$ cat src/rtl/block_mm_sequencer.sv
// Control sequencer for tiled matrix multiplication: walks output tiles
// (row, col) and inner tiles k, drives A/B RAM tile addresses, launches the
// systolic array, brackets accumulation and hands finished tiles downstream.
module block_mm_sequencer #(
  parameter int ADDR_W    = 16,
  parameter int OUT_W     = 256,
  parameter int K_TILES   = 16,
  parameter int ROW_TILES = 128,
  parameter int COL_TILES = 128,
  parameter int RAM_LAT   = 1
) (
  input  logic              clock,
  input  logic              reset,
  input  logic              start,
  input  logic [ADDR_W-1:0] a_base,
  input  logic [ADDR_W-1:0] b_base,
  input  logic [31:0]       tile_limit,
  output logic [ADDR_W-1:0] addr_a,
  output logic [ADDR_W-1:0] addr_b,
  output logic              sys_start,
  input  logic              sys_done,
  output logic              acc_clear,
  output logic              acc_last,
  input  logic              acc_done,
  input  logic [OUT_W-1:0]  acc_data,
  output logic              wr_valid,
  input  logic              wr_ready,
  output logic [OUT_W-1:0]  wr_data,
  output logic [ADDR_W-1:0] wr_addr,
  output logic              busy,
  output logic              done
);

  localparam int KW = (K_TILES   > 1) ? $clog2(K_TILES)   : 1;
  localparam int RW = (ROW_TILES > 1) ? $clog2(ROW_TILES) : 1;
  localparam int CW = (COL_TILES > 1) ? $clog2(COL_TILES) : 1;
  localparam int LW = (RAM_LAT   > 1) ? $clog2(RAM_LAT)   : 1;
  localparam logic [31:0] TOTAL = 32'(ROW_TILES * COL_TILES);

  typedef enum logic [2:0] {
    IDLE, ISSUE, WAIT_SYS, WAIT_ACC, WRITE, FINISH
  } state_t;

  state_t            state, state_nx;
  logic [KW-1:0]     k;
  logic [RW-1:0]     row;
  logic [CW-1:0]     col;
  logic [LW-1:0]     lat_cnt;
  logic [31:0]       tile_cnt;
  logic [31:0]       limit_r;
  logic [31:0]       eff_limit;
  logic [ADDR_W-1:0] a_base_r, b_base_r;
  logic              lat_done, last_k, last_tile, wr_fire;

  // Tile addresses follow the walk counters directly; wrap modulo 2^ADDR_W.
  assign addr_a  = a_base_r + ADDR_W'(row) * ADDR_W'(K_TILES) + ADDR_W'(k);
  assign addr_b  = b_base_r + ADDR_W'(col) * ADDR_W'(K_TILES) + ADDR_W'(k);
  assign wr_addr = ADDR_W'(row) * ADDR_W'(COL_TILES) + ADDR_W'(col);
  assign busy    = (state != IDLE);

  // Zero or oversized limits both mean "the whole matrix".
  assign eff_limit = (limit_r == 32'd0 || limit_r > TOTAL) ? TOTAL : limit_r;
  assign lat_done  = (lat_cnt == LW'(RAM_LAT - 1));
  assign last_k    = (k == KW'(K_TILES - 1));
  assign last_tile = (tile_cnt + 32'd1 == eff_limit) ||
                     (row == RW'(ROW_TILES - 1) && col == CW'(COL_TILES - 1));
  assign wr_fire   = wr_valid && wr_ready;

  // Next-state and one-cycle control pulses.
  always_comb begin
    state_nx  = state;
    sys_start = 1'b0;
    acc_clear = 1'b0;
    acc_last  = 1'b0;
    done      = 1'b0;
    case (state)
      IDLE:     if (start) state_nx = ISSUE;
      ISSUE:    if (lat_done) begin
                  sys_start = 1'b1;
                  acc_clear = (k == '0);
                  acc_last  = last_k;
                  state_nx  = WAIT_SYS;
                end
      WAIT_SYS: if (sys_done) state_nx = last_k ? WAIT_ACC : ISSUE;
      WAIT_ACC: if (acc_done) state_nx = WRITE;
      WRITE:    if (wr_fire)  state_nx = last_tile ? FINISH : ISSUE;
      FINISH:   begin
                  done     = 1'b1;
                  state_nx = IDLE;
                end
      default:  state_nx = IDLE;
    endcase
  end

  // State register plus the walk counters and the output tile register.
  always_ff @(posedge clock) begin
    if (reset) begin
      state    <= IDLE;
      k        <= '0;
      row      <= '0;
      col      <= '0;
      lat_cnt  <= '0;
      tile_cnt <= '0;
      limit_r  <= '0;
      a_base_r <= '0;
      b_base_r <= '0;
      wr_valid <= 1'b0;
      wr_data  <= '0;
    end else begin
      state <= state_nx;
      case (state)
        IDLE: if (start) begin
          a_base_r <= a_base;
          b_base_r <= b_base;
          limit_r  <= tile_limit;
          row      <= '0;
          col      <= '0;
          k        <= '0;
          tile_cnt <= '0;
          lat_cnt  <= '0;
        end
        ISSUE: lat_cnt <= lat_done ? '0 : lat_cnt + 1'b1;
        WAIT_SYS: if (sys_done && !last_k) k <= k + 1'b1;
        WAIT_ACC: if (acc_done) begin
          wr_data  <= acc_data;
          wr_valid <= 1'b1;
        end
        WRITE: if (wr_fire) begin
          wr_valid <= 1'b0;
          tile_cnt <= tile_cnt + 32'd1;
          if (!last_tile) begin
            k <= '0;
            if (col == CW'(COL_TILES - 1)) begin
              col <= '0;
              row <= row + 1'b1;
            end else begin
              col <= col + 1'b1;
            end
          end
        end
        default: ;
      endcase
    end
  end

endmodule

$ cat config.mk
export PLATFORM = sky130hd
export DESIGN_NAME = block_mm_sequencer
export DESIGN_NICKNAME = d
export VERILOG_FILES = /design/src/rtl/block_mm_sequencer.sv
export SDC_FILE = /design/constraint.sdc
export NUM_CORES = 1
export LEC_CHECK = 0
export ABC_AREA = 1
export CORE_AREA = 2 2 247 249
export CTS_CLUSTER_DIAMETER = 80
export DETAILED_ROUTE_END_ITERATION = 7
export DIE_AREA = 0 0 249 251
export SETUP_SLACK_MARGIN = 0.05
export SLEW_MARGIN = 20
export SYNTH_ARGS = -nofsm -noshare
export SYNTH_HDL_FRONTEND = slang
export SYNTH_SLANG_ARGS = --single-unit
$ cat constraint.sdc
create_clock -name clock -period 3.7 [get_ports clock]
set_clock_uncertainty 0.15 [all_clocks]
set_input_delay 0.74 -clock clock [delete_from_list [all_inputs] [get_ports clock]]
set_output_delay 0.74 -clock clock [all_outputs]
set_load 0.005 [all_outputs]
* Word level (Yosys, flattened, before mapping)
Index checks and enable logic that the tools add are counted.
** Cells by class
- Equal/unequal tests :: 17
- $lt $le $gt $ge :: 1
- Reduce and logical (&&, ||, !) cells :: 23
- $add $sub $neg :: 10
- Mux-type cells :: 39
** Operators by type and width (count)
- 32-bit two-way mux :: 3
- 32-bit case mux with 2 select lines :: 1
- 7-bit two-way mux :: 7
- 16-bit by 11-bit adder with 16-bit output :: 2
- 16-bit by 4-bit adder with 16-bit output :: 2
- 32-bit by 1-bit adder with 32-bit output, second input constant :: 1
- 32-bit equality test :: 1
- 32-bit by 15-bit greater-than comparator with 1-bit output, second input constant :: 1
- 32-bit logical NOT :: 1
- 7-bit case mux with 2 select lines :: 2
- 3-bit two-way mux :: 6
- 4-bit two-way mux :: 4
- 2-bit != test, second input constant :: 8
- 14-bit by 7-bit adder with 15-bit output :: 1
- 3-bit case mux with 5 select lines :: 1
- 5-bit AND reduction :: 3
- 7-bit by 1-bit adder with 7-bit output, second input constant :: 2
- 7-bit equality test, second input constant :: 2
- 4-bit case mux with 3 select lines :: 1
- 1-bit two-way mux :: 11
- 3-bit by 2-bit equality test with 1-bit output, second input constant :: 2
- 3-bit equality test, second input constant :: 2
- 2-bit AND reduction :: 3
- 3-bit AND reduction :: 2
- 14 further kinds :: 21
** Word-level totals
- Bits of input ports :: 326
- Register bits :: 375

* Logic depth before layout (Yosys ltp)
- Depth in word-level cells :: 8
- Depth in mapped cells :: 21
- Depth with buffers taken out :: 21

* Worst setup path after synthesis
Ideal clock, no wire load.
- Kind :: reg-to-output
- Start point :: register k[0]
- End point :: output port addr_b[14]
- Data required time :: 2.810 ns
- Data arrival time :: 2.224 ns
- Path slack :: 0.586 ns
- Cell stages (with the launch flop) :: 13
- Buffers on the path :: 0
- Cell sequence :: dfxtp_1 > ha_1 > inv_1 > fa_1 > o21ai_0 > a21oi_1 > nor2_1 > nor2_1 > o21bai_1 > a21oi_1 > nor2_1 > nand3_1 > xor2_1
** On the way
- Longest elaborated chain between the ends :: 1
** RTL lines
- start: declaration :: line 45 : logic [KW-1:0] k;
- start signal: assignment :: line 123 : WAIT_SYS: if (sys_done && !last_k) k <= k + 1'b1;
- 16-bit by 4-bit adder with 16-bit output :: line 57 : assign addr_b = b_base_r + ADDR_W'(col) * ADDR_W'(K_TILES) + ADDR_W'(k);
- end: declaration :: line 19 : output logic [ADDR_W-1:0] addr_b,
Every way passes these cells.

* Worst setup path after layout
- Start point :: register k[0]
- End point :: output port addr_a[14]
** On the way
- Longest elaborated chain between the ends :: 1
** RTL lines
- 16-bit by 4-bit adder with 16-bit output :: line 56 : assign addr_a = a_base_r + ADDR_W'(row) * ADDR_W'(K_TILES) + ADDR_W'(k);
- end: declaration :: line 18 : output logic [ADDR_W-1:0] addr_a,
Every way passes these cells.

==> flow_summary.toml <==
[cts]
cts_tree = "built"
clk_path_buf_depth = 3
cts_root_buf = "clkbuf_16"
cts.sinks = 374
insertion_delay_ps = 590
h-tree-depth = 2
cts_buffers = 47
clk_pin_slew_worst_paths_ps = 60

[yosys]
ys_warn_count = 0
synth_top_family_by_area = "simple AND/OR/NAND/NOR gates"
yosys.area_share.simple = 0.2964
synth_edf_count = 0
synth.distinct_cells = 43
yosys_register_bits = 374
netlist_area_sq_um = 16610
synth-async-reset-ratio = 0
ys_seq_area_frac = 0.4507
synth-adder-area-share = 0.02275
synth_xor_area_frac = 0.02531
synthMuxAreaShare = 0
ys.flop_type = "dfxtp_1"
synth_cells = 2297
avgSynthCellArea_sq_um = 7.232
synth_compound_area_frac = 0.1358

[grt]
busiest_layer = "met2"
first_global_vias = 17880
grt.total_usage = 0.2220
grt_pass1_wl_um = 108600
met2_usage = 0.3898
antenna_found_initial = 19
use_met3 = 0.06544
use_met1 = 0.2506
overflow = 0
grt_max_degree = 134

[die]
die_w_um = 249
core_sq_um = 59790
dieArea_sq_um = 62500
die_h_um = 251
core.rowCount = 90
start_util = 0.2778
io_pins = 636

[power]
vdd_ir_drop_max_v = 0.0004145
power_density_nw_per_um2 = 573.8
p_leak_uw = 0.009417

[timing]
maxSlewHeadroom = 0.2684
fin_crit_sh = 0.9941
timing.final.ws_setup_ps = 21.85
max_freq_ghz = 0.2719
fin_crit_ps = 3678
slew_viol_final = 0
grt_setup_unrepaired = "yes"
hold_viol_final = 0
setup_viol = 0
tightest_slew_ps = 1091

[worst_hold_path]
hp-class = "reg2reg"

[worst_setup_path]
crit_cells = 15
path_buf_inv = 4
reg2reg_depth = 13
rr_endpoint = "row[1]$_SDFFE_PP0P_"
crit_path_start = "k[0]$_SDFFE_PP0P_"
cp_slowest_stage_delay_ps = 360
end_kind = "output pin"
reg2reg_from = "state[1]$_SDFFE_PP0P_"
startpoint_type = "flop"
critical_path_peak_fanout = 3
critPathKind = "reg2out"
worstPathCellList = "ha_4 -> inv_2 -> fa_2 -> inv_2 -> a31oi_4 -> nor3_2 -> or2_4 -> a21oi_2 -> o21ai_2 -> a21oi_1 -> nor2_1 -> buf_4 -> nand2_2 -> xor2_1 -> buf_2"
cpMostUsedCell = "inv_2"
critPathSlowestCell = "dfxtp_4"
crit_family = "simple AND/OR/NAND/NOR gates"
ff2ff_setup_slack_ps = 680
arrival_ps = 2790
required_ps = 2810
crit_end = "addr_a[14]"

[drt]
drcViolationCount = 0
wl_per_cell_um = 19.57
dr.pass1.iters = 5
routed_wl_um = 72390
vias = 18150
antenna_left = 0
drtIter0Drc = 1135
viasPerCell = 4.906

[cells_and_area]
final_util = 0.4305
fin_area_sq_um = 25740
drive_above_1_share = 0.08442
nFillCells = 5867
num-nets-final = 3231
syn2layout_area_growth_pct = 54.96

[placement]
hpwl_um = 53190
postPlaceCellArea_sq_um = 23680
dp_slack_ps = -23.61
port_buffers = 633
routabilityCongestion = 0.9160

[flow_run]
maxCapViolations = 0

[status]
status = "finished, final reports clean"
repair_timing:
action | 4_1_cts | 5_1_grt
gates cloned | 0 | 0
gates resized for setup | 92 | 30
endpoints found under the setup margin | 22 | 19
pin swaps | 29 | 31
hold buffers | 0 | 0
buffers inserted | 15 | 8
kinds of logic after synthesis:
| kind of cell | count (synthesis) |
|---|---|
| buffers and inverters | 297 |
| AOI/OAI and AO/OA | 439 |
| adders and majority gates | 29 |
| xor gates and xnor gates | 48 |
| and+or+nand+nor | 1109 |
| DFF | 374 |
| other | 1 |
power by group:
group          total, uW  switching (uW)  leakage (uW)  internal, uW
Sequential          4930             390       0.00303          4540
Combinational       4910            2930       0.00557          1970
Clock               4930            1920      0.000813          3010
Total              14800            5240       0.00942          9530
layout by cell type (no fill, tap or decap), types with 6 or more instances in the layout:
cell / instances
inv_1: 125
nor2_1: 102
dfxtp_1: 363
inv_2: 10
nand3_2: 7
nand2_2: 12
buf_2: 9
nand4_1: 32
ha_4: 8
bufinv_16: 6
nand3_1: 371
nor2_4: 6
buf_12: 6
o21ai_0: 32
ha_1: 17
dfxtp_2: 10
clkbuf_1: 7
clkinv_2: 8
a21oi_2: 6
xnor2_1: 11
nor3_1: 17
clkbuf_16: 49
a21oi_1: 372
buf_4: 46
xor2_1: 33
nand2_1: 533
clkbuf_8: 9
nor2_2: 8
clkdlybuf4s50_1: 611
worst min-delay path, cell delays in order, from the launching register on:
cell,delay (ps)
dfxtp_1,300
nand2_1,60
a21oi_1,50
worst min-delay path by stage:
stage / start / endpoint / depth (start not counted) / slack, ps
floorplan: limit_r[21]$_SDFFE_PP0P_ / limit_r[21]$_SDFFE_PP0P_ / 2 / 290
global placement: wr_data[49]$_SDFFE_PP0P_ / wr_data[49]$_SDFFE_PP0P_ / 2 / 300
detailed placement: wr_data[137]$_SDFFE_PP0P_ / wr_data[137]$_SDFFE_PP0P_ / 2 / 300
CTS: wr_data[54]$_SDFFE_PP0P_ / wr_data[54]$_SDFFE_PP0P_ / 2 / 310
global route: wr_data[15]$_SDFFE_PP0P_ / wr_data[15]$_SDFFE_PP0P_ / 2 / 320
finish: wr_data[28]$_SDFFE_PP0P_ / wr_data[28]$_SDFFE_PP0P_ / 2 / 310
Yosys cell counts, types with 3 or more instances:
cell | count | area share
o22ai_1 | 3 | 0.0011
inv_2 | 6 | 0.0014
nor2_4 | 5 | 0.0034
nor2_1 | 105 | 0.024
o21ai_0 | 36 | 0.011
or2_2 | 4 | 0.0015
a21o_1 | 5 | 0.0023
nor3_1 | 20 | 0.0060
nand3_1 | 373 | 0.11
dfxtp_1 | 374 | 0.45
o21bai_1 | 5 | 0.0023
ha_1 | 27 | 0.020
nand3_2 | 5 | 0.0030
a21oi_1 | 379 | 0.11
nand2_2 | 9 | 0.0034
a31oi_1 | 3 | 0.0011
a221oi_1 | 3 | 0.0016
nor2_2 | 6 | 0.0023
xor2_1 | 37 | 0.020
nand2_4 | 3 | 0.0020
nand2_1 | 537 | 0.12
nand4_1 | 32 | 0.012
buf_2 | 9 | 0.0027
clkbuf_1 | 145 | 0.033
inv_1 | 130 | 0.029
xnor2_1 | 11 | 0.0058
layout make-up:
cell class / count / area, sq um / area share
sequential: 374 / 7503 / 0.2915
clock buffer: 64 / 1363 / 0.05293
inverter: 138 / 520.5 / 0.02022
multi-input combinational: 1627 / 8269 / 0.3212
clock inverter: 23 / 305.3 / 0.01186
timing repair buffer: 688 / 6793 / 0.2639
antenna: 4 / 10.01 / 0.0003888
tap: 782 / 978.4 / 0.03801
routing by layer:
metal / routed length (um) / vias up
met5: 111 / -
met4: 3136 / 18
met3: 5517 / 152
met2: 35650 / 596
met1: 27970 / 8578
li1: - / 8807
state kept, by name, summed over array words and instances, names as in the netlist:
signal and count:
row 7, state 3, col 7, k 4, tile_cnt 32, b_base_r 16, wr_data 256, wr_valid 1
a_base_r 16, limit_r 32
per-stage QoR:
stage                     power (uW)  hold WS, ps  instances  TNS, ps
after global routing           15600        323.5       3697   -479.8
after CTS                      14840        310.2       3691   -303.8
after floorplan                 7593        291.0       2298        0
after global placement          9678        297.0       3589   -5.695
after detailed placement        9780        301.8       3589   -41.98
final                          14770        308.6       3700        0
Note: power is estimated with default switching activity, not from simulation.
